[config.mk]
export PLATFORM = sky130hd
export DESIGN_NAME = imem_port_arbiter
export DESIGN_NICKNAME = d
export VERILOG_FILES = /design/src/rtl/imem_arb_pkg.sv /design/src/rtl/imem_port_arbiter_rr.sv /design/src/rtl/imem_port_arbiter.sv
export SDC_FILE = /design/constraint.sdc
export NUM_CORES = 1
export LEC_CHECK = 0
export BUFFER_PORTS_ARGS = -buffer_cell sky130_fd_sc_hd__buf_2
export CAP_MARGIN = 15
export CORE_MARGIN = 3
export CORE_UTILIZATION = 39
export DETAILED_ROUTE_END_ITERATION = 10
export PLACE_DENSITY_LB_ADDON = 0.1
export REMOVE_ABC_BUFFERS = 1
export SYNTH_ARGS = -nofsm -noshare
export SYNTH_HDL_FRONTEND = slang
export SYNTH_SLANG_ARGS = --single-unit
[constraint.sdc]
create_clock -name clk -period 1.1 [get_ports clk]
set_input_delay 0 -clock clk [delete_from_list [all_inputs] [get_ports clk]]
set_output_delay 0 -clock clk [all_outputs]
set_load 0.03 [all_outputs]
[src/rtl/imem_arb_pkg.sv]
// Shared types and defaults for the instruction-memory port-B arbiter.
//   DEF_NUM_REQ / DEF_MEM_LAT : default requester count and memory read latency
//   INSTR_W                   : instruction word width
//   req_id_t / inflight_t     : requester id and in-flight slot at default sizing
//   wrap_inc                  : modulo increment used for the round-robin pointer
package imem_arb_pkg;

  localparam int unsigned DEF_NUM_REQ = 2;
  localparam int unsigned DEF_MEM_LAT = 1;
  localparam int unsigned INSTR_W     = 32;

  typedef logic [$clog2(DEF_NUM_REQ)-1:0] req_id_t;

  typedef struct packed {
    logic    valid;
    req_id_t id;
  } inflight_t;

  function automatic int unsigned wrap_inc(input int unsigned v, input int unsigned n);
    return (v + 1 >= n) ? 0 : v + 1;
  endfunction

endpackage

[src/rtl/imem_port_arbiter_rr.sv]
// Purely combinational round-robin arbiter.
//   req    : request vector
//   ptr    : highest-priority index this cycle
//   gnt    : one-hot grant (zero when nothing requested)
//   win_id : index of the winner (zero when nothing requested)
//   any    : at least one request present
module rr_arbiter #(
  parameter int unsigned NUM_REQ = 2,
  parameter int unsigned ID_W    = $clog2(NUM_REQ)
) (
  input  logic [NUM_REQ-1:0] req,
  input  logic [ID_W-1:0]    ptr,
  output logic [NUM_REQ-1:0] gnt,
  output logic [ID_W-1:0]    win_id,
  output logic               any
);

  logic [2*NUM_REQ-1:0] dbl;
  logic [NUM_REQ-1:0]   rot;
  logic                 found;
  int unsigned          off;
  int unsigned          pos;

  // Rotate the request vector so the pointer position sits at bit 0, then
  // take the lowest set bit and map it back to an absolute index.
  always_comb begin
    dbl   = {req, req} >> ptr;
    rot   = dbl[NUM_REQ-1:0];
    found = 1'b0;
    off   = 0;
    for (int unsigned i = 0; i < NUM_REQ; i++) begin
      if (!found && rot[i]) begin
        found = 1'b1;
        off   = i;
      end
    end
    pos    = (32'(ptr) + off) % NUM_REQ;
    any    = found;
    win_id = found ? ID_W'(pos) : '0;
    gnt    = found ? (NUM_REQ'(1) << pos) : '0;
  end

endmodule

[src/rtl/imem_port_arbiter.sv]
// Shares instruction-memory read port B between NUM_REQ requesters.
//   clk, rst_n : clock, asynchronous active-low reset
//   req        : per-requester level request, held until gnt
//   req_addr   : packed addresses, requester i at [i*WIDTH +: WIDTH]
//   gnt        : one-hot grant, address accepted this cycle
//   rvalid     : one-hot, rdata belongs to that requester this cycle
//   rdata      : returned word (holds its last value when no rvalid)
//   busy       : any read in flight
//   mem_addr   : to memory address_b
//   mem_q      : from memory data_b, valid MEM_LAT cycles after the address
module imem_port_arbiter
  import imem_arb_pkg::*;
#(
  parameter int unsigned WIDTH   = 16,
  parameter int unsigned NUM_REQ = DEF_NUM_REQ,
  parameter int unsigned MEM_LAT = DEF_MEM_LAT
) (
  input  logic                     clk,
  input  logic                     rst_n,
  input  logic [NUM_REQ-1:0]       req,
  input  logic [NUM_REQ*WIDTH-1:0] req_addr,
  output logic [NUM_REQ-1:0]       gnt,
  output logic [NUM_REQ-1:0]       rvalid,
  output logic [INSTR_W-1:0]       rdata,
  output logic                     busy,
  output logic [WIDTH-1:0]         mem_addr,
  input  logic [INSTR_W-1:0]       mem_q
);

  // Id and slot types sized from this instance's NUM_REQ.
  localparam int unsigned ID_W   = $clog2(NUM_REQ);
  localparam int unsigned SLOT_W = ID_W + 1;
  localparam int unsigned PIPE_W = MEM_LAT * SLOT_W;

  typedef logic [ID_W-1:0] id_t;
  typedef struct packed {
    logic valid;
    id_t  id;
  } flight_t;

  id_t                ptr;
  id_t                win_id;
  logic [NUM_REQ-1:0] arb_gnt;
  logic               arb_any;
  logic               grant;
  logic [WIDTH-1:0]   addr_arr [NUM_REQ];
  logic [WIDTH-1:0]   win_addr;
  logic [WIDTH-1:0]   addr_q;
  flight_t            issue;
  flight_t            head;
  flight_t [MEM_LAT-1:0] pipe;
  logic [INSTR_W-1:0] rdata_q;

  for (genvar g = 0; g < NUM_REQ; g++) begin : g_addr
    assign addr_arr[g] = req_addr[g*WIDTH +: WIDTH];
  end

  rr_arbiter #(
    .NUM_REQ (NUM_REQ),
    .ID_W    (ID_W)
  ) u_rr (
    .req    (req),
    .ptr    (ptr),
    .gnt    (arb_gnt),
    .win_id (win_id),
    .any    (arb_any)
  );

  always_comb begin
    grant    = rst_n && arb_any;
    gnt      = grant ? arb_gnt : '0;
    win_addr = addr_arr[win_id];
    mem_addr = grant ? win_addr : addr_q;
    // Empty slots carry id 0 so busy can be a plain reduction of the pipe.
    issue.valid = grant;
    issue.id    = grant ? win_id : '0;
    head        = pipe[MEM_LAT-1];
  end

  always_ff @(posedge clk or negedge rst_n) begin
    if (!rst_n) begin
      ptr     <= '0;
      addr_q  <= '0;
      pipe    <= '0;
      rdata_q <= '0;
    end else begin
      if (grant) begin
        ptr    <= id_t'(wrap_inc(32'(win_id), NUM_REQ));
        addr_q <= win_addr;
      end
      // Shift toward the head; the size cast drops the oldest slot.
      pipe <= PIPE_W'({pipe, issue});
      if (head.valid) begin
        rdata_q <= mem_q;
      end
    end
  end

  always_comb begin
    rvalid = '0;
    if (rst_n && head.valid) begin
      rvalid = NUM_REQ'(1) << head.id;
    end
    rdata = head.valid ? mem_q : rdata_q;
    busy  = rst_n && (pipe != '0);
  end

endmodule

* After elaboration in Yosys (flattened, before gate mapping)
Index checks and enable logic that the tools add are counted.
** Storage, ports and cells
- Memories kept :: 0
- Memory bits (writable) :: 0
- Bits of input ports :: 68
- Register bits after elaboration :: 51
- Latch bits :: 0
- Memory bits (read-only) :: 0
** Cells by class
- Equality and inequality tests :: 0
- Reductions and logical operators :: 6
- Multipliers :: 0
- Mux-type cells :: 14
- Shift-type cells :: 3
- Bitwise operators :: 1
- $lt $le $gt $ge :: 2
- $add $sub $neg :: 2
- Div/mod/pow operators :: 0
** Operator list (count)
- $mux 16 :: 4
- $mux 32 :: 1
- $mux 1 :: 6
- $mux 2 :: 3
- $ge 2x2->1 const B :: 2
- $logic_and 1x1->1 :: 4
- $shl 1x1->2 const A :: 2
- $shr 4x1->2 :: 1
- $add 1x1->2 const B :: 1
- $not 1->2 :: 1
- $reduce_bool 2->1 :: 1
- $add 1x1->1 :: 1
- $logic_not 1->1 :: 1

* Depth between registers and ports, before layout
- Depth in word-level cells :: 12
- Mapped depth :: 4
- Gate-level depth less buffers :: 3

* By module
From an unflattened synthesis, not the netlist that was laid out.
** Unflattened totals
- Cell total of the unflattened synthesis :: 158
- Area total of the unflattened synthesis :: 2302.2 um^2
** By module, submodules not included
- imem_port_arbiter :: cells each 153, area each 2269.7 um^2, times used 1
- rr_arbiter :: cells each 5, area each 32.5 um^2, times used 1

* Worst setup path before layout
Ideal clock, no wire load.
- Kind :: flip-flop to flip-flop
- Start point :: register ptr
- End point :: register addr_q[11]
- Stages on the path, launching flop included :: 5
- Arrival time :: 1.276 ns
- Required time :: 0.970 ns
- Slack :: -0.305 ns
- Path buffers :: 1
- Path through :: dfrtp_1 -> inv_1 -> a21oi_2 -> buf_6 -> a221o_1
** On the way
- Longest elaborated chain between the ends :: 12
- Elaborated cells on any way between the ends :: 14
- Classes of those cells :: 1 x add/sub; 1 x shift; 8 x mux; 1 x bitwise; 3 x reduce/logical
** Ends and longest elaborated chain
- from (decl) :: line imem_port_arbiter.sv:41 : id_t ptr;
- from (signal assigned) :: line imem_port_arbiter.sv:88 : ptr <= id_t'(wrap_inc(32'(win_id), NUM_REQ));
- $shr 4x1->2 :: line imem_port_arbiter_rr.sv:27 : dbl = {req, req} >> ptr;
- $mux 1 :: line imem_port_arbiter_rr.sv:32 : if (!found && rot[i]) begin
- $logic_not 1->1 :: line imem_port_arbiter_rr.sv:32
- $logic_and 1x1->1 :: line imem_port_arbiter_rr.sv:32
- $mux 1 :: line imem_port_arbiter_rr.sv:32
- $add 1x1->1 :: line imem_port_arbiter_rr.sv:37 : pos = (32'(ptr) + off) % NUM_REQ;
- $mux 1 :: line imem_port_arbiter_rr.sv:39 : win_id = found ? ID_W'(pos) : '0;
- $not 1->2 (implied by the code) :: line imem_port_arbiter.sv:72 : win_addr = addr_arr[win_id];
- $mux 16 (implied by the code) (3 in a row) :: line imem_port_arbiter.sv:72
- $mux 16 (*)
- net mem_addr[11] :: line imem_port_arbiter.sv:26 : output logic [WIDTH-1:0] mem_addr,
- to (signal assigned) :: line imem_port_arbiter.sv:89 : addr_q <= win_addr;
- to (decl) :: line imem_port_arbiter.sv:48 : logic [WIDTH-1:0] addr_q;
Mark *: on every way through the listed nets, which the timed path passes. The rest lies on a longest branch. The select of a mux whose other input is x is not followed.
A chain may end at the register's enable or synchronous reset.

* Worst setup path in the final report
- Start point :: register ptr
- End point :: output port mem_addr[13]
** On the way
- Longest elaborated chain between the ends :: 12
- Elaborated cells on any way between the ends :: 14
- Classes of those cells :: 1 x add/sub; 1 x shift; 8 x mux; 1 x bitwise; 3 x reduce/logical
** Ends and longest elaborated chain (line)
- $shr 4x1->2 :: imem_port_arbiter_rr.sv:27
- $mux 1 :: imem_port_arbiter_rr.sv:32
- $logic_not 1->1 :: imem_port_arbiter_rr.sv:32
- $logic_and 1x1->1 :: imem_port_arbiter_rr.sv:32
- $mux 1 :: imem_port_arbiter_rr.sv:32
- $add 1x1->1 :: imem_port_arbiter_rr.sv:37
- $mux 1 :: imem_port_arbiter_rr.sv:39
- $not 1->2 (implied by the code) :: imem_port_arbiter.sv:72
- $mux 16 (implied by the code) (3 in a row) :: imem_port_arbiter.sv:72
- $mux 16 (*)
- to (decl) :: imem_port_arbiter.sv:26
Every way passes the cells marked *; elsewhere a longest branch is shown, timed or not. The select of a mux whose other input is x is not followed.

==> impl_metrics.yaml <==
run_status:
  run_status: "finished, violations left"
  violated_checks: "negative hold slack, negative setup slack"
final_layout:
  layout-area-overhead-vs-synth_pct: 90.1
  antenna_cells_inserted: 0
  n_fill_cell: 286
  seq_area_sq_um: 1280
  post_route_cells_drive_above_1_share: 0.655
  finish.cell_count_without_fillers: 383
  final_nets: 383
  multi_input_comb_area_sq_um: 821
timing:
  report.final.slew_viol_count: 0
  finalSetupTns_ps: -23150
  hold_viol: 14
  setup_viol: 101
  slew_headroom: 0.676
  final_critical_period_ps: 1520
  maximum_operating_frequency_mhz: 657
  unrepaired_setup_endpoints_after_global_routing: "true"
  postLayoutSetupSlackWorst_ps: -423
  timing.clock.skew_ps: 9.64
  worst_slew_pin_slew_ps: 486
  post-route-period-util: 1.38
  timing.hold.ws_ps: -39.2
critical_path:
  crit_type: "register to output port"
  crit-reg2reg-capture: "rdata_q[0]"
  setup.reg_to_reg.worst_slack_ps: -240
  worstPathArrival_ps: 1520
  critPathRequiredTime_ps: 1100
  crit_fanout: 14
  r2r-start: "head[1]"
  startpoint_type: "register"
  worstRegToRegCells: 5
  critical_path.endpoint_type: "output port"
clock_tree:
  worst_setup_hold_path_clk_slew_ps: 90
  tritoncts: "built"
  clock-sinks: 51
  clk_latency_ps: 300
  cts-buffers-inserted: 5
  clock_tree.htree_level_count: 2
  clk_root_buffer_cell: "sky130_fd_sc_hd__clkbuf_8"
  clock_tree.buffer_depth: 2
yosys:
  post_synth_inst_count: 134
  synth_seq_cells: 51
  syn_warnings: 0
  synth_seq_area_share: 0.625
  netlist_area_sq_um: 2040
  syn_avg_cell_area_sq_um: 15.2
  synth_cell_types: 17
grt:
  grt_max_degree: 40
  grt_usage: 0.200
  grt_antenna_before_repair: 0
  grt_pass1_wl_um: 9540
  first_global_vias: 1957
  grt_overflow_total: 0
worst_hold_path:
  hold_end: "addr_q[10]"
  min_from: "req_addr[10]"
  hold_path_class: "input port to register"
  holdPathStages: 2
route:
  detail_route.drc_violations: 0
  drtIter0Drc: 50
  vias_per_cell: 4.77
  firstDrtPassIters: 4
  wire_per_inst_um: 17.7
  routed-via-count: 1827
  routed_wl_um: 6770
  route.antenna.remaining_nets: 0
floorplan:
  placement_rows: 25
  placeableCoreArea_sq_um: 4880
  fp.dieW_um: 78.4
  die_height_um: 78.4
  io_pins: 121
  die_area_sq_um: 6140
  starting_density: 0.418
placed_design:
  hpwl_um: 3450
  input_output_buffers: 120
  dp.cells: 325
  place_worst_setup_slack_ps: -136
  gp_congestion: 0.741
power_and_ir_drop:
  power.internal_mw: 3.73
  combPwrFrac: 0.408
  net_switching_power_of_the_design_mw: 1.80
  share_clk_of_total_power: 0.192
  net_sw_frac: 0.326
  leak_pwr_nw: 1.92
  power_density_nw_per_um2: 1420
  sequential_power_share: 0.400
  power.ir.vdd_worst_mv: 0.846
flow_run:
  timing.max_cap.violations: 0
layout make-up:
type | instances | area share
Timing Repair Buffer | 181 | 0.414
Sequential cell | 51 | 0.329
Multi-Input combinational cell | 74 | 0.211
Tap cell | 67 | 0.0216
Clock buffer | 6 | 0.0187
Clock inverter | 2 | 0.00322
Inverter | 2 | 0.00193
state kept, by name (all words and copies together) (netlist names):
| name | count |
|---|---|
| ptr | 1 |
| head | 2 |
| addr_q | 16 |
| rdata_q | 32 |
Yosys cell counts:
cell                      instances  area share
sky130_fd_sc_hd__nor2_1           1      0.0018
sky130_fd_sc_hd__nand2_1          3      0.0055
sky130_fd_sc_hd__a221o_1         15       0.074
sky130_fd_sc_hd__a21o_2           1      0.0043
sky130_fd_sc_hd__buf_6            3       0.017
sky130_fd_sc_hd__and2_2           8       0.029
sky130_fd_sc_hd__a221o_2          1      0.0055
sky130_fd_sc_hd__and2_0           8       0.025
sky130_fd_sc_hd__o21a_1           1      0.0037
sky130_fd_sc_hd__inv_1            2      0.0037
sky130_fd_sc_hd__o21ai_2          1      0.0043
sky130_fd_sc_hd__and3_2           1      0.0037
sky130_fd_sc_hd__mux2_2          32        0.18
sky130_fd_sc_hd__buf_2            4      0.0098
sky130_fd_sc_hd__dfrtp_1         51        0.62
sky130_fd_sc_hd__a21oi_2          1      0.0043
sky130_fd_sc_hd__a21oi_4          1      0.0080
worst max-delay path by stage:
stage	to	depth (start not counted)	slack (ps)	startpoint
after floorplan	addr_q[0]	3	-590	ptr
after global placement	mem_addr[10]	5	-110	ptr
after detailed placement	mem_addr[10]	5	-140	ptr
after CTS	mem_addr[10]	5	-440	ptr
after global routing	mem_addr[10]	5	-480	ptr
final	mem_addr[13]	5	-420	ptr
per-layer routing:
layer / track usage / routed length (um) / up-vias / share of wire
li1: - / - / 846 / -
met1: 0.220 / 2510 / 876 / 0.37
met2: 0.378 / 3650 / 90 / 0.54
met3: 0.0459 / 462 / 15 / 0.068
met4: 0.0664 / 148 / 0 / 0.022
met5: 0 / 0 / - / 0
cell families (layout without fill, tap and decap cells):
logic type / Yosys count / in the layout / share of synthesized area
buffers and inverters: 9 / 191 / 0.0300
muxes: 32 / 32 / 0.176
AOI/OAI and AO/OA: 21 / 21 / 0.104
DFF: 51 / 51 / 0.625
and+or+nand+nor: 21 / 21 / 0.0650
timing repair:
item                                   4_1_cts  5_1_grt
gates cloned                                 1        2
setup buffers                                5       11
setup endpoints to repair                   69      101
hold buffers                                31        1
endpoints found under the hold margin       57       15
pin swaps                                    2        6
resized for setup                          110       47
power groups by stage:
stage / Combinational [mW] / Clock (mW) / Sequential, mW
after floorplan: 0.959 / 0 / 2.22
after global placement: 1.48 / 0 / 2.21
after detailed placement: 1.48 / 0 / 2.23
after CTS: 1.99 / 1.06 / 2.19
after global routing: 2.37 / 1.14 / 2.24
final: 2.25 / 1.06 / 2.21
worst max-delay path: stages (launching register included):
cell                      delay [ps]
sky130_fd_sc_hd__dfrtp_2         440
sky130_fd_sc_hd__inv_2            60
sky130_fd_sc_hd__a21oi_2          70
sky130_fd_sc_hd__buf_12          150
sky130_fd_sc_hd__a221o_1         350
sky130_fd_sc_hd__buf_6           150
layout by cell type, fill, tap and decap left out, types with 2 or more instances in the layout:
cell,Yosys,layout
sky130_fd_sc_hd__dfrtp_2,0,2
sky130_fd_sc_hd__buf_4,0,9
sky130_fd_sc_hd__nand2_1,3,2
sky130_fd_sc_hd__and2_0,8,8
sky130_fd_sc_hd__a221o_1,15,15
sky130_fd_sc_hd__buf_6,3,65
sky130_fd_sc_hd__and2_2,8,8
sky130_fd_sc_hd__mux2_4,0,26
sky130_fd_sc_hd__dfrtp_1,51,49
sky130_fd_sc_hd__buf_12,0,4
sky130_fd_sc_hd__clkbuf_8,0,5
sky130_fd_sc_hd__mux2_2,32,6
sky130_fd_sc_hd__buf_2,4,68
sky130_fd_sc_hd__dlygate4sd3_1,0,32
sky130_fd_sc_hd__clkbuf_16,0,2
through the flow:
step / instance area (sq um) / hold WS (ps) / total power, mW / util
finish: 3880 / -39.2 / 5.53 / 0.795
global route: 3880 / -36.8 / 5.75 / 0.795
detailed placement: 2790 / -172 / 3.70 / 0.572
floorplan: 1990 / -296 / 3.18 / -
global placement: 2790 / -179 / 3.69 / 0.572
CTS: 3600 / -42.8 / 5.25 / 0.737
(Power assumes the default switching activity.)
